## src/rtl/clb_cfg_pkg.sv

```systemverilog
// Shared types and width helpers for the configuration-latch loader.
package clb_cfg_pkg;

  typedef enum logic [1:0] {
    ST_IDLE   = 2'd0,
    ST_LOAD   = 2'd1,
    ST_COMMIT = 2'd2,
    ST_DONE   = 2'd3
  } state_e;

  function automatic int clog2_min1(input int n);
    int w;
    w = $clog2(n);
    return (w < 1) ? 1 : w;
  endfunction

  function automatic int word_cnt_w(input int words);
    return clog2_min1(words);
  endfunction

  function automatic int blk_cnt_w(input int num_blocks);
    return clog2_min1(num_blocks);
  endfunction

endpackage

```

## src/rtl/config_word_deserializer.sv

```systemverilog
// Shadow shift register that assembles one latch frame LSB-first from
// WORD_BITS-wide words, plus the in-frame word counter.
module config_word_deserializer
  import clb_cfg_pkg::*;
#(
  parameter int MEM_SIZE  = 16,
  parameter int WORD_BITS = 4
) (
  input  logic                 i_clk,
  input  logic                 i_rst,
  input  logic                 i_shift_en,
  input  logic                 i_clear,
  input  logic [WORD_BITS-1:0] i_data,
  output logic [MEM_SIZE-1:0]  o_shadow,
  output logic                 o_last_word
);

  localparam int WORDS      = MEM_SIZE / WORD_BITS;
  localparam int WORD_CNT_W = word_cnt_w(WORDS);

  logic [MEM_SIZE-1:0]           r_shadow;
  logic [WORD_CNT_W-1:0]         r_word_cnt;
  logic [MEM_SIZE+WORD_BITS-1:0] w_cat;

  // Concatenate-then-slice keeps the shift legal even when MEM_SIZE == WORD_BITS.
  assign w_cat = {i_data, r_shadow};

  always_ff @(posedge i_clk) begin
    if (i_rst) begin
      r_shadow <= '0;
    end else if (i_shift_en) begin
      r_shadow <= w_cat[MEM_SIZE+WORD_BITS-1:WORD_BITS];
    end else begin
      r_shadow <= r_shadow;
    end
  end

  always_ff @(posedge i_clk) begin
    if (i_rst || i_clear) begin
      r_word_cnt <= '0;
    end else if (i_shift_en) begin
      r_word_cnt <= o_last_word ? '0 : r_word_cnt + WORD_CNT_W'(1);
    end else begin
      r_word_cnt <= r_word_cnt;
    end
  end

  assign o_shadow    = r_shadow;
  assign o_last_word = (r_word_cnt == WORD_CNT_W'(WORDS - 1));

endmodule

```

## src/rtl/block_config_loader.sv

```systemverilog
// Sequences a word stream into NUM_BLOCKS latch banks: deserialize a frame,
// then pulse the selected block's cen for one COMMIT cycle.
module block_config_loader
  import clb_cfg_pkg::*;
#(
  parameter int MEM_SIZE   = 16,
  parameter int WORD_BITS  = 4,
  parameter int NUM_BLOCKS = 8
) (
  input  logic                  cclk,
  input  logic                  rst,
  input  logic                  start,
  input  logic                  cfg_valid,
  input  logic [WORD_BITS-1:0]  cfg_data,
  output logic                  cfg_ready,
  output logic [MEM_SIZE-1:0]   config_out,
  output logic [NUM_BLOCKS-1:0] cen,
  output logic                  busy,
  output logic                  done
);

  localparam int BLK_CNT_W = blk_cnt_w(NUM_BLOCKS);

  if (MEM_SIZE % WORD_BITS != 0) begin : g_bad_size
    $error("MEM_SIZE must be a multiple of WORD_BITS");
  end

  state_e                r_state, w_state_nxt;
  logic [BLK_CNT_W-1:0]  r_blk_cnt, w_blk_nxt;
  logic                  w_shift_en, w_clear, w_last_word, w_accept, w_last_blk;

  assign w_accept   = cfg_valid && (r_state == ST_LOAD);
  assign w_last_blk = (r_blk_cnt == BLK_CNT_W'(NUM_BLOCKS - 1));

  always_ff @(posedge cclk) begin
    if (rst) begin
      r_state   <= ST_IDLE;
      r_blk_cnt <= '0;
    end else begin
      r_state   <= w_state_nxt;
      r_blk_cnt <= w_blk_nxt;
    end
  end

  // A start seen in LOAD restarts the pass and swallows any word on that edge.
  always_comb begin
    w_state_nxt = r_state;
    w_blk_nxt   = r_blk_cnt;
    w_shift_en  = 1'b0;
    w_clear     = 1'b0;
    case (r_state)
      ST_IDLE, ST_DONE: begin
        if (start) begin
          w_state_nxt = ST_LOAD;
          w_blk_nxt   = '0;
          w_clear     = 1'b1;
        end else begin
          w_state_nxt = r_state;
        end
      end
      ST_LOAD: begin
        if (start) begin
          w_blk_nxt = '0;
          w_clear   = 1'b1;
        end else if (w_accept) begin
          w_shift_en = 1'b1;
          if (w_last_word) begin
            w_state_nxt = ST_COMMIT;
          end else begin
            w_state_nxt = ST_LOAD;
          end
        end else begin
          w_state_nxt = ST_LOAD;
        end
      end
      ST_COMMIT: begin
        if (w_last_blk) begin
          w_state_nxt = ST_DONE;
        end else begin
          w_state_nxt = ST_LOAD;
          w_blk_nxt   = r_blk_cnt + BLK_CNT_W'(1);
          w_clear     = 1'b1;
        end
      end
      default: begin
        w_state_nxt = ST_IDLE;
        w_blk_nxt   = '0;
        w_clear     = 1'b1;
      end
    endcase
  end

  config_word_deserializer #(
    .MEM_SIZE  (MEM_SIZE),
    .WORD_BITS (WORD_BITS)
  ) u_deser (
    .i_clk       (cclk),
    .i_rst       (rst),
    .i_shift_en  (w_shift_en),
    .i_clear     (w_clear),
    .i_data      (cfg_data),
    .o_shadow    (config_out),
    .o_last_word (w_last_word)
  );

  // Handshake and block enables depend on the state register only.
  always_comb begin
    cen = '0;
    if (r_state == ST_COMMIT) begin
      cen = NUM_BLOCKS'(1) << r_blk_cnt;
    end else begin
      cen = '0;
    end
  end

  assign cfg_ready = (r_state == ST_LOAD);
  assign busy      = (r_state == ST_LOAD) || (r_state == ST_COMMIT);
  assign done      = (r_state == ST_DONE);

endmodule

```

## config.mk

```make
export PLATFORM = sky130hd
export DESIGN_NAME = block_config_loader
export DESIGN_NICKNAME = d
export VERILOG_FILES = /design/src/rtl/clb_cfg_pkg.sv /design/src/rtl/config_word_deserializer.sv /design/src/rtl/block_config_loader.sv
export SDC_FILE = /design/constraint.sdc
export NUM_CORES = 1
export LEC_CHECK = 0
export CAP_MARGIN = 20
export CORE_MARGIN = 2
export CORE_UTILIZATION = 24
export DETAILED_ROUTE_END_ITERATION = 10
export GPL_TIMING_DRIVEN = 0
export PLACE_DENSITY = 0.45
export REMOVE_ABC_BUFFERS = 1
export SYNTH_ARGS = -nofsm -noshare
export SYNTH_HDL_FRONTEND = slang
export SYNTH_SLANG_ARGS = --single-unit
```

## constraint.sdc

```tcl
create_clock -name cclk -period 1.5 [get_ports cclk]
set_input_delay 0.225 -clock cclk [delete_from_list [all_inputs] [get_ports cclk]]
set_output_delay 0.225 -clock cclk [all_outputs]
set_load 0.05 [all_outputs]
```

==> impl_metrics.prom <==
# TYPE chip_impl_metric gauge
chip_impl_metric{name="rows",unit=""} 25
chip_impl_metric{name="multi_input_gate_area_in_the_final_layout",unit="µm²"} 703
chip_impl_metric{name="route.detailed.wl_per_inst",unit="µm"} 11.8
chip_impl_metric{name="yosys_register_bits",unit=""} 23
chip_impl_metric{name="number_of_global_route_vias_before_repair",unit=""} 954
chip_impl_metric{name="ctsHtreeMaxLevel",unit=""} 1
chip_impl_metric{name="netlist_area",unit="µm²"} 1160
chip_impl_metric{name="worst-path-max-fanout",unit=""} 7
chip_impl_metric{name="drv.max_cap_violation_count",unit=""} 0
chip_impl_metric{name="routed-wl-met3",unit="µm"} 191
chip_impl_metric{name="buffer_ports.inserted",unit=""} 34
chip_impl_metric{name="antenna_cells_inserted",unit=""} 0
chip_impl_metric{name="route.met2.wl",unit="mm"} 1.10
chip_impl_info{name="cts-root-buf",value="clkbuf_8"} 1
chip_impl_info{name="cts_tree",value="done"} 1
chip_impl_metric{name="route.detailed.vias_per_inst",unit=""} 4.52
chip_impl_metric{name="slew-limit-headroom",unit="%"} 30.3
chip_impl_metric{name="grt_first_pass_wirelength",unit="mm"} 4.28
chip_impl_info{name="routed.top_layer",value="met4"} 1
chip_impl_metric{name="coreArea",unit="µm²"} 4690
chip_impl_metric{name="start_util",unit="%"} 24.7
chip_impl_info{name="unrepaired_setup_endpoints_after_global_routing",value="true"} 1
chip_impl_metric{name="wirelength_met1",unit="mm"} 1.32
chip_impl_metric{name="top_level_ports",unit=""} 35
chip_impl_metric{name="overall_die_area",unit="µm²"} 5390
chip_impl_metric{name="global_route.overflow_total",unit=""} 0
chip_impl_metric{name="power_density",unit="nW/µm²"} 727
chip_impl_metric{name="worst_ir_drop_vdd",unit="V"} 0.000442
chip_impl_metric{name="leakagePower",unit="nW"} 0.705
chip_impl_metric{name="synth_cells",unit=""} 133
chip_impl_metric{name="setup_viol",unit=""} 4
chip_impl_metric{name="fin_crit",unit="ps"} 1520
chip_impl_metric{name="synth.distinct_cells",unit=""} 28
chip_impl_metric{name="clock.fmax",unit="MHz"} 659
chip_impl_metric{name="wp_data_arrival",unit="ps"} 1290
chip_impl_metric{name="fillerInstances",unit=""} 508
chip_impl_info{name="hold_class",value="reg -> reg"} 1
chip_impl_info{name="layout_common_cells",value="nand2_1 (38), dfxtp_1 (18), dlygate4sd2_1 (17)"} 1
chip_impl_metric{name="worst_pin_slew",unit="ps"} 1050
chip_impl_info{name="timing.critical_path.to_type",value="primary output"} 1
chip_impl_metric{name="numPlacedInstances",unit=""} 214
chip_impl_metric{name="drt_iter0_drc",unit=""} 19
chip_impl_metric{name="crit_required",unit="ps"} 1270
chip_impl_info{name="critPathKind",value="reg -> out"} 1
chip_impl_metric{name="layout_setup_ws",unit="ps"} -17.3
chip_impl_metric{name="final_net_count",unit=""} 189
chip_impl_metric{name="ctsLongestPathBuffers",unit=""} 2
chip_impl_metric{name="timing.final.max_slew_violations",unit=""} 0
chip_impl_metric{name="detail-route-antenna-nets",unit=""} 0
chip_impl_metric{name="vias",unit=""} 1008
chip_impl_metric{name="total_cts_buffers",unit=""} 3
chip_impl_metric{name="synth_seq_area_share",unit="%"} 39.8
chip_impl_info{name="outcome",value="complete, but fails checks"} 1
chip_impl_metric{name="dp_hpwl",unit="mm"} 1.64
chip_impl_metric{name="seqCellArea",unit="µm²"} 474
chip_impl_metric{name="layout_worst_path_cycle_share",unit="%"} 101
chip_impl_metric{name="asyncSetResetFlopFracSynth",unit="%"} 0
chip_impl_metric{name="gp_congestion",unit=""} 0.654
chip_impl_metric{name="yosys_warnings",unit=""} 0
chip_impl_metric{name="drc",unit=""} 0
chip_impl_metric{name="synth_area_per_cell",unit="µm²"} 8.70
chip_impl_metric{name="synth_enable_flop_cells",unit=""} 0
chip_impl_metric{name="antenna_found_initial",unit=""} 0
chip_impl_metric{name="worst_clock_skew",unit="ps"} 5.73
chip_impl_metric{name="worstSkewPairLatency",unit="ps"} 270
chip_impl_metric{name="clkSinkCount",unit=""} 23
chip_impl_info{name="synth_flop_cell",value="dfxtp_1"} 1
chip_impl_metric{name="final_area",unit="µm²"} 1710
chip_impl_metric{name="floorplan.die.width",unit="µm"} 73.4
chip_impl_metric{name="area_delta_synth_final",unit="%"} 47.7
chip_impl_metric{name="global_route.usage.total",unit="%"} 9.94
chip_impl_info{name="layout.cells.most_common",value="nand2_1"} 1
chip_impl_info{name="crit_path_start_kind",value="register"} 1
chip_impl_metric{name="drive_above_1_share",unit="%"} 29.6
chip_impl_metric{name="die_h",unit="µm"} 73.4
chip_impl_info{name="violations",value="negative setup slack"} 1
chip_impl_metric{name="fin_cells",unit=""} 223
chip_impl_metric{name="clkTransAtPathRegs",unit="ps"} 80
chip_impl_metric{name="wirelength",unit="mm"} 2.64
chip_impl_metric{name="grt_start_max_net_pins",unit=""} 24
chip_impl_metric{name="report.final.hold_viol_count",unit=""} 0
chip_impl_metric{name="drt-pass1-iter-count",unit=""} 4
chip_impl_metric{name="post_cts_hold_buffer_count",unit=""} 0
chip_impl_metric{name="post_dp_cell_area",unit="µm²"} 1510
[cells in the mapped netlist, types with 2 or more instances]
master,number,area (µm²)
nand2_1,38,143
nand3_1,2,10.0
buf_6,2,22.5
and3_1,3,18.8
ha_1,11,138
a21oi_2,10,87.6
buf_2,3,15.0
nand3b_1,2,15.0
inv_1,6,22.5
a21oi_1,11,55.1
nor2_1,2,7.51
dfxtp_1,23,460
and2_1,5,31.3
[cell type report]
cell class / count / area share, %
well taps: 54 / 3.95
flip-flops and latches: 23 / 27.7
inverters: 6 / 1.46
multi-input cells: 98 / 41.1
repair buffers: 38 / 23.1
clock buffers: 4 / 2.64
[sequential cells by signal, indices dropped and copies added, names as in the netlist]
name	cells
r_state	2
u_deser.r_word_cnt	2
r_blk_cnt	3
u_deser.o_shadow	16
[cell families (layout without fill, tap and decap cells)]
logic type                 after synthesis  count (layout)  synth area share, %
buffers and inverters                   13              48                 6.81
and+or+nand+nor                         57              58                 23.5
DFF                                     23              23                 39.8
AOI/OAI and AO/OA                       28              28                 17.2
adders and majority gates               11              11                 11.9
muxes                                    1               1                0.865
[layer usage]
layer	vias to the layer above	global-route usage [%]
li1	519	-
met1	453	12.7
met2	33	15.6
met3	3	3.16
met4	0	3.64
met5	-	0
[stage by stage]
stage	TNS (ps)	power, mW	worst slack, ps	utilization [%]	hold WS [ps]
floorplan	-4940	0.767	-281	-	287
global placement	-12560	0.844	-663	32.2	446
detailed placement	-12700	0.847	-696	32.2	456
CTS	-92.1	1.25	-26.4	35.4	464
global route	-442	1.31	-79.1	36.4	484
finish	-54.5	1.24	-17.3	36.4	461
[worst paths after layout]
check                                    startpoint                   to  slack, ps  cells after the start
worst max-delay path                     r_state[0]               cen[2]        -20                      5
worst min-delay path            u_deser.o_shadow[2]  u_deser.o_shadow[2]        460                      2
worst max register to register         r_blk_cnt[0]         r_blk_cnt[0]        160                      6
worst min register to register  u_deser.o_shadow[2]  u_deser.o_shadow[2]        460                      2
[what timing repair did]
action,4_1_cts,5_1_grt
setup endpoints to repair,46,29
setup buffers,4,0
pin swaps,4,0
cloned,0,1
gates resized for setup,113,13
hold endpoints to repair,0,0
[critical path: stages (launching register included)]
cell,delay (ps)
dfxtp_4,370
inv_4,60
ha_4,150
nor2b_4,160
and2_4,150
buf_8,130
[power breakdown]
group          switching, mW  internal [mW]  total [mW]
Sequential            0.0117          0.619       0.631
Combinational          0.142         0.0787       0.220
Clock                  0.201          0.190       0.391
Total                  0.355          0.888        1.24
No activity file was read; power rests on OpenSTA's default activity.
